## config.mk

```make
export PLATFORM = sky130hd
export DESIGN_NAME = hall_button_conditioner
export DESIGN_NICKNAME = d
export VERILOG_FILES = /design/src/rtl/lift_pkg.sv /design/src/rtl/btn_debounce.sv /design/src/rtl/hall_button_conditioner.sv
export SDC_FILE = /design/constraint.sdc
export NUM_CORES = 1
export LEC_CHECK = 0
export ABC_AREA = 1
export BUFFER_PORTS_ARGS = -buffer_cell sky130_fd_sc_hd__buf_4
export CAP_MARGIN = 5
export CORE_MARGIN = 5
export CORE_UTILIZATION = 34
export DETAILED_ROUTE_END_ITERATION = 10
export HOLD_SLACK_MARGIN = 0.02
export PLACE_DENSITY_LB_ADDON = 0.08
export SLEW_MARGIN = 20
export SYNTH_ARGS = -nofsm -noshare
export SYNTH_HDL_FRONTEND = slang
export SYNTH_HIERARCHICAL = 1
export SYNTH_SLANG_ARGS = --single-unit
```

## constraint.sdc

```tcl
create_clock -name clk -period 1.3 [get_ports clk]
set_clock_uncertainty 0.15 [all_clocks]
set_input_delay 0 -clock clk [delete_from_list [all_inputs] [get_ports clk]]
set_output_delay 0 -clock clk [all_outputs]
set_load 0.05 [all_outputs]
```

## src/rtl/lift_pkg.sv

```systemverilog
// Shared definitions for the lift hall-call front end: button bit positions,
// floor encoding and the mapping from a serviced floor to the lamps it clears.
package lift_pkg;

    localparam int NUM_BTN = 6;

    localparam int BTN_U1 = 0;
    localparam int BTN_U2 = 1;
    localparam int BTN_U3 = 2;
    localparam int BTN_D2 = 3;
    localparam int BTN_D3 = 4;
    localparam int BTN_D4 = 5;

    localparam int DEBOUNCE_CYCLES_DEF = 4;

    typedef enum logic [1:0] {
        FLOOR_1 = 2'b00,
        FLOOR_2 = 2'b01,
        FLOOR_3 = 2'b10,
        FLOOR_4 = 2'b11
    } floor_e;

    // Buttons answered when the lift finishes servicing floor f.
    function automatic logic [NUM_BTN-1:0] clear_mask(input floor_e f);
        logic [NUM_BTN-1:0] m;
        m = '0;
        case (f)
            FLOOR_1: m[BTN_U1] = 1'b1;
            FLOOR_2: begin
                m[BTN_U2] = 1'b1;
                m[BTN_D2] = 1'b1;
            end
            FLOOR_3: begin
                m[BTN_U3] = 1'b1;
                m[BTN_D3] = 1'b1;
            end
            FLOOR_4: m[BTN_D4] = 1'b1;
            default: m = '0;
        endcase
        return m;
    endfunction

endpackage

```

## src/rtl/btn_debounce.sv

```systemverilog
// One hall button: 2-FF synchronizer, counter-based debounce and a
// combinational rise flag that is high on the edge where db goes 0 -> 1.
module btn_debounce
    import lift_pkg::*;
#(
    parameter int DEBOUNCE_CYCLES = DEBOUNCE_CYCLES_DEF
) (
    input  logic clk,
    input  logic rst,
    input  logic raw,
    output logic rise
);

    localparam int CNT_W = $clog2(DEBOUNCE_CYCLES + 1);

    logic             s1;
    logic             s2;
    logic             db;
    logic [CNT_W-1:0] cnt;
    logic             cnt_done;

    assign cnt_done = (cnt == CNT_W'(DEBOUNCE_CYCLES - 1));

    // Rise is flagged on the same edge that accepts the new high level, so the
    // top can register press alongside db.
    assign rise = s2 & ~db & cnt_done;

    // Synchronize the raw input and accept a new level only after it has held
    // for DEBOUNCE_CYCLES consecutive synchronized cycles.
    always_ff @(posedge clk or posedge rst) begin
        if (rst) begin
            s1  <= 1'b0;
            s2  <= 1'b0;
            db  <= 1'b0;
            cnt <= '0;
        end else begin
            s1 <= raw;
            s2 <= s1;
            if (s2 == db) begin
                cnt <= '0;
            end else if (cnt_done) begin
                db  <= s2;
                cnt <= '0;
            end else begin
                cnt <= cnt + 1'b1;
            end
        end
    end

endmodule

```

## src/rtl/hall_button_conditioner.sv

```systemverilog
// Hall-call button front end: debounces six buttons, issues one request pulse
// per accepted press and holds a call lamp until the lift services the floor.
module hall_button_conditioner
    import lift_pkg::*;
#(
    parameter int DEBOUNCE_CYCLES = DEBOUNCE_CYCLES_DEF
) (
    input  logic                clk,
    input  logic                rst,
    input  logic [NUM_BTN-1:0]  btn_raw,
    input  logic [1:0]          floor,
    input  logic                done,
    output logic [NUM_BTN-1:0]  press,
    output logic [NUM_BTN-1:0]  lamp
);

    logic [NUM_BTN-1:0] rise;
    logic [NUM_BTN-1:0] clear;
    logic [NUM_BTN-1:0] press_next;

    for (genvar i = 0; i < NUM_BTN; i++) begin : g_btn
        btn_debounce #(
            .DEBOUNCE_CYCLES(DEBOUNCE_CYCLES)
        ) u_debounce (
            .clk  (clk),
            .rst  (rst),
            .raw  (btn_raw[i]),
            .rise (rise[i])
        );
    end

    // Clear wins over a coincident rise: that call is already being serviced.
    always_comb begin
        clear = '0;
        if (done) begin
            clear = clear_mask(floor_e'(floor));
        end
        press_next = rise & ~lamp & ~clear;
    end

    // A lit lamp suppresses further requests so the buffer never sees duplicates.
    always_ff @(posedge clk or posedge rst) begin
        if (rst) begin
            press <= '0;
            lamp  <= '0;
        end else begin
            press <= press_next;
            lamp  <= (lamp | press_next) & ~clear;
        end
    end

endmodule

```

# [After elaboration in Yosys (flattened, before gate mapping)]
# Cells that the tools add are included.
[word_totals] register_bits=48 inputBits=11 out_inout_bits=12 wordCells=101
[op_classes] add_sub_neg=6 n_eq_ne=15 muxes=17 bitwise=30 reduce_logical=7
[op_table] cell="two-way mux 3 bit" n=12
[op_table] cell="adder 3 x 1 -> 3 bit, second input constant" n=6
[op_table] cell="bitwise AND 6 bit" n=3
[op_table] cell="== test 3 x 2 -> 1 bit, second input constant" n=6
[op_table] cell="bitwise AND 1 bit" n=12
[op_table] cell="NOT 1 bit" n=12
[op_table] cell="NOT 6 bit" n=2
[op_table] cell="AND reduction 2 bit" n=6
[op_table] cell="== test 1 bit" n=6
[op_table] cell="two-way mux 6 bit" n=1
[op_table] cell="OR 6 bit" n=1
[op_table] cell="== test 2 bit, second input constant" n=2
[op_table] cell="two-way mux 1 bit" n=4
[op_table] cell="== test 2 x 1 -> 1 bit, second input constant" n=1
[op_table] cell="zero test 2 bit" n=1

# [Depth between registers and ports, before layout]
[depth] word_depth=7 mapped_depth=8 mapped_depth_nobuf=8

# [Hierarchy]
# Netlist, hierarchy kept.
[modules_own_cells] module="btn_debounce" n_inst=6 cells_each=24 area_per_inst_um2=245.2
[modules_own_cells] module="hall_button_conditioner" n_inst=1 cells_each=58 area_per_inst_um2=480.5

# [Worst setup path before layout]
# OpenSTA, ideal clock, no wires.
[synth_path] path_kind="reg-to-reg" start="register g_btn[0].u_debounce.s2" end="register g_btn[0].u_debounce.db" setup_time_ns=0.117 arrival_ns=0.909 required_time_ns=1.033 slack_ns=0.124 stages_incl_launch_ff=6 n_path_buf=0 synth_period_minus_slack_ns=1.176 cell_sequence="dfrtp_1 ha_1 inv_1 nand3_1 nand2_1 nand2_1"
[synth_via] elab_chain_len=3
[synth_rtl] item="start, declared" line="btn_debounce.sv:17" text="logic s2;"
[synth_rtl] item="start signal, assigned" line="btn_debounce.sv:33" text="s2 <= 1'b0;"
[synth_rtl] item="start signal, assigned" line="btn_debounce.sv:38" text="s2 <= s1;"
[synth_rtl] item="== test 1 bit" line="btn_debounce.sv:39" text="if (s2 == db) begin"
[synth_rtl] item="NOT 1 bit (no line)"
[synth_rtl] item="AND reduction 2 bit (no line)"
[synth_rtl] item="end signal, assigned" line="btn_debounce.sv:34" text="db <= 1'b0;"
[synth_rtl] item="end signal, assigned" line="btn_debounce.sv:42" text="db <= s2;"
[synth_rtl] item="end, declared" line="btn_debounce.sv:18" text="logic db;"
# Parallel ways exist; a longest one is shown, timed or not.
# A chain may end at the register's enable or synchronous reset.

# [Final worst setup path]
[layout_path] start="register g_btn[4].u_debounce.s2" end="register g_btn[4].u_debounce.db"
[layout_via] elab_chain_len=3
[layout_rtl] item="start, declared" line="btn_debounce.sv:17"
[layout_rtl] item="start signal, assigned" line="btn_debounce.sv:33"
[layout_rtl] item="start signal, assigned" line="btn_debounce.sv:38"
[layout_rtl] item="== test 1 bit" line="btn_debounce.sv:39"
[layout_rtl] item="NOT 1 bit (no line)"
[layout_rtl] item="AND reduction 2 bit (no line)"
[layout_rtl] item="end signal, assigned" line="btn_debounce.sv:34"
[layout_rtl] item="end signal, assigned" line="btn_debounce.sv:42"
[layout_rtl] item="end, declared" line="btn_debounce.sv:18"
# Parallel ways exist; a longest one is shown, timed or not.

==> reports/results.ini <==
[outcome]
outcome = finished clean

[floorplan]
coreArea_sq_um = 5540
io_pins = 23
die_w_um = 85.8
num_rows = 27
die_height_um = 85.8
dieArea_sq_um = 7360
initial_core_util_pct = 35.2

[pwr]
power_mw = 4.53
power.leakage_nw = 1.31
peakVddDrop_v = 0.000734
powerDensity_nw_per_um2 = 1850

[grt]
antenna_found_initial = 0
grt_start_max_net_pins = 14
grt-ovfl-total = 0
grt_pass1_wl_um = 5260
grt_pass1_vias = 1214
grt_util_all_layers_pct = 9.18

[sta]
fin_setup_tns_ps = 0
final.min_clock_period_ps = 1230
fmax_ghz = 0.815
period_share_pct = 94.4
slew_headroom_pct = 68.4
rsz0062_at_grt = false
slew_violations = 0
finalHoldViolCount = 0
whs_ps = 72.2
setup_violations = 0
worst_slew_pin_slew_ps = 474

[clocking]
cts.sinks = 48
cts_buffers = 5
cts_tree = yes
clockBufferDepth = 2
cts.clk_slew.worst_paths_ps = 80
htreeDepth = 2
clk_latency_ps = 290
cts_root_buf = clkbuf_8

[final_layout]
design_area_sq_um = 2440
antenna_cells = 0
drive_gt1_share_pct = 25.1
final_common_cell = dfrtp_1
final_nets = 265
area_growth_pct = 25.3
layout_common_cells = 48 x dfrtp_1, 42 x inv_1, 27 x nor2_1

[setup_path]
arrival_ps = 1260
r2r_start = g_btn[4].u_debounce/s2$_DFF_PP0_
worst_setup_path_end_kind = flop
critPathLaunch = g_btn[4].u_debounce/s2$_DFF_PP0_
path_max_fanout = 3
critPathRequiredTime_ps = 1340
cp-start-kind = flop
crit_type = reg -> reg

[route]
ant_nets = 0
dr.pass1.iters = 4
initialDrtViolationCount = 36
route.detailed.drc = 0
wl_per_cell_um = 10.0
routed_wl_um = 3160
vias = 1267
drt-vias-per-instance = 4.02

[synthesis]
synth_nets = 225
yosysWarnings = 6
ys_ff_latch = 48
synth_cells = 202
syn_area_sq_um = 1950
synth_cell_types = 12
synth_area_per_cell_sq_um = 9.66
synth_seq_area_share_pct = 61.5

[placement]
place_area_sq_um = 2210
port_buffers = 22
hpwl_um = 2410
gp_congestion = 0.696

[min_path]
min_path_type = in -> async

[job]
max_cap_viol_count = 0

==> kinds of logic (layout without fill, tap and decap cells) <==
group / after synthesis / in the layout / share of synthesized area, %
adders and majority gates: 12 / 12 / 7.69
buffers and inverters: 53 / 94 / 10.2
AOI/OAI and AO/OA: 2 / 2 / 0.513
and+or+nand+nor: 87 / 87 / 20.1
DFF: 48 / 48 / 61.5
==> final cells by class <==
cell class	instances	area (sq um)
timing repair buffer	33	273
inverter	53	199
tap	72	90.1
sequential	48	1200
multi-input combinational	101	592
fill	556	3100
clock buffer	8	90.1
==> worst paths after layout <==
path | to | slack, ps | depth (start not counted)
worst max-delay path | g_btn[4].u_debounce/db$_DFFE_PP0P_ | 70 | 5
worst min-delay path | g_btn[1].u_debounce/s2$_DFF_PP0_ | 70 | 3
worst max register to register | g_btn[4].u_debounce/db$_DFFE_PP0P_ | 70 | 5
worst min register to register | g_btn[3].u_debounce/s2$_DFF_PP0_ | 200 | 0
max in group asynchronous | lamp[4]$_DFF_PP0_ | 500 | 3
min in group clk | g_btn[3].u_debounce/s2$_DFF_PP0_ | 200 | 0
==> repair_timing <==
item,4_1_cts,5_1_grt
endpoints found under the hold margin,66,0
hold buffers,10,0
resized for setup,0,14
setup buffers,0,1
setup endpoints to repair,0,14
==> through the flow <==
stage	std cells	utilization (%)	worst slack (ps)
after global placement	296	39.8	66.6
after floorplan	202	-	124
after detailed placement	296	39.8	30.1
final	315	44.1	73.3
after CTS	314	43.3	6.47
after global routing	315	44.1	1.08
==> critical path, cell delays in order (launching register included) <==
cell	delay [ps]
dfrtp_1	380
ha_1	310
inv_1	110
nand3_1	80
nand2_1	60
nand2_1	40
==> report_power, final <==
part	switching [mW]	internal, mW	leakage (nW)
clock	0.445	0.434	0.0455
combinational	1.01	0.599	0.644
sequential	0.203	1.84	0.618
==> cells in the mapped netlist, drive strengths merged <==
master,n,area share [%]
nor3,6,1.5
nand4,6,1.9
a21oi,2,0.51
nor2,30,5.9
dfrtp,48,62
nand2,37,8.7
inv,53,10
ha,12,7.7
nand3,8,2.1
==> sequential cells by signal, indices dropped and copies added (netlist names) <==
register              flops
g_btn.u_debounce/s2       6
g_btn.u_debounce/s1       6
g_btn.u_debounce/db       6
lamp                      6
g_btn.u_debounce/cnt     18
press                     6
==> per-layer routing <==
layer | track usage, % | share of wire (%)
met5 | 0 | 0
met4 | 3.45 | 1.6
met3 | 3.46 | 4.9
met2 | 14.3 | 44
met1 | 11.6 | 49
No activity file was read; power rests on OpenSTA's default activity.
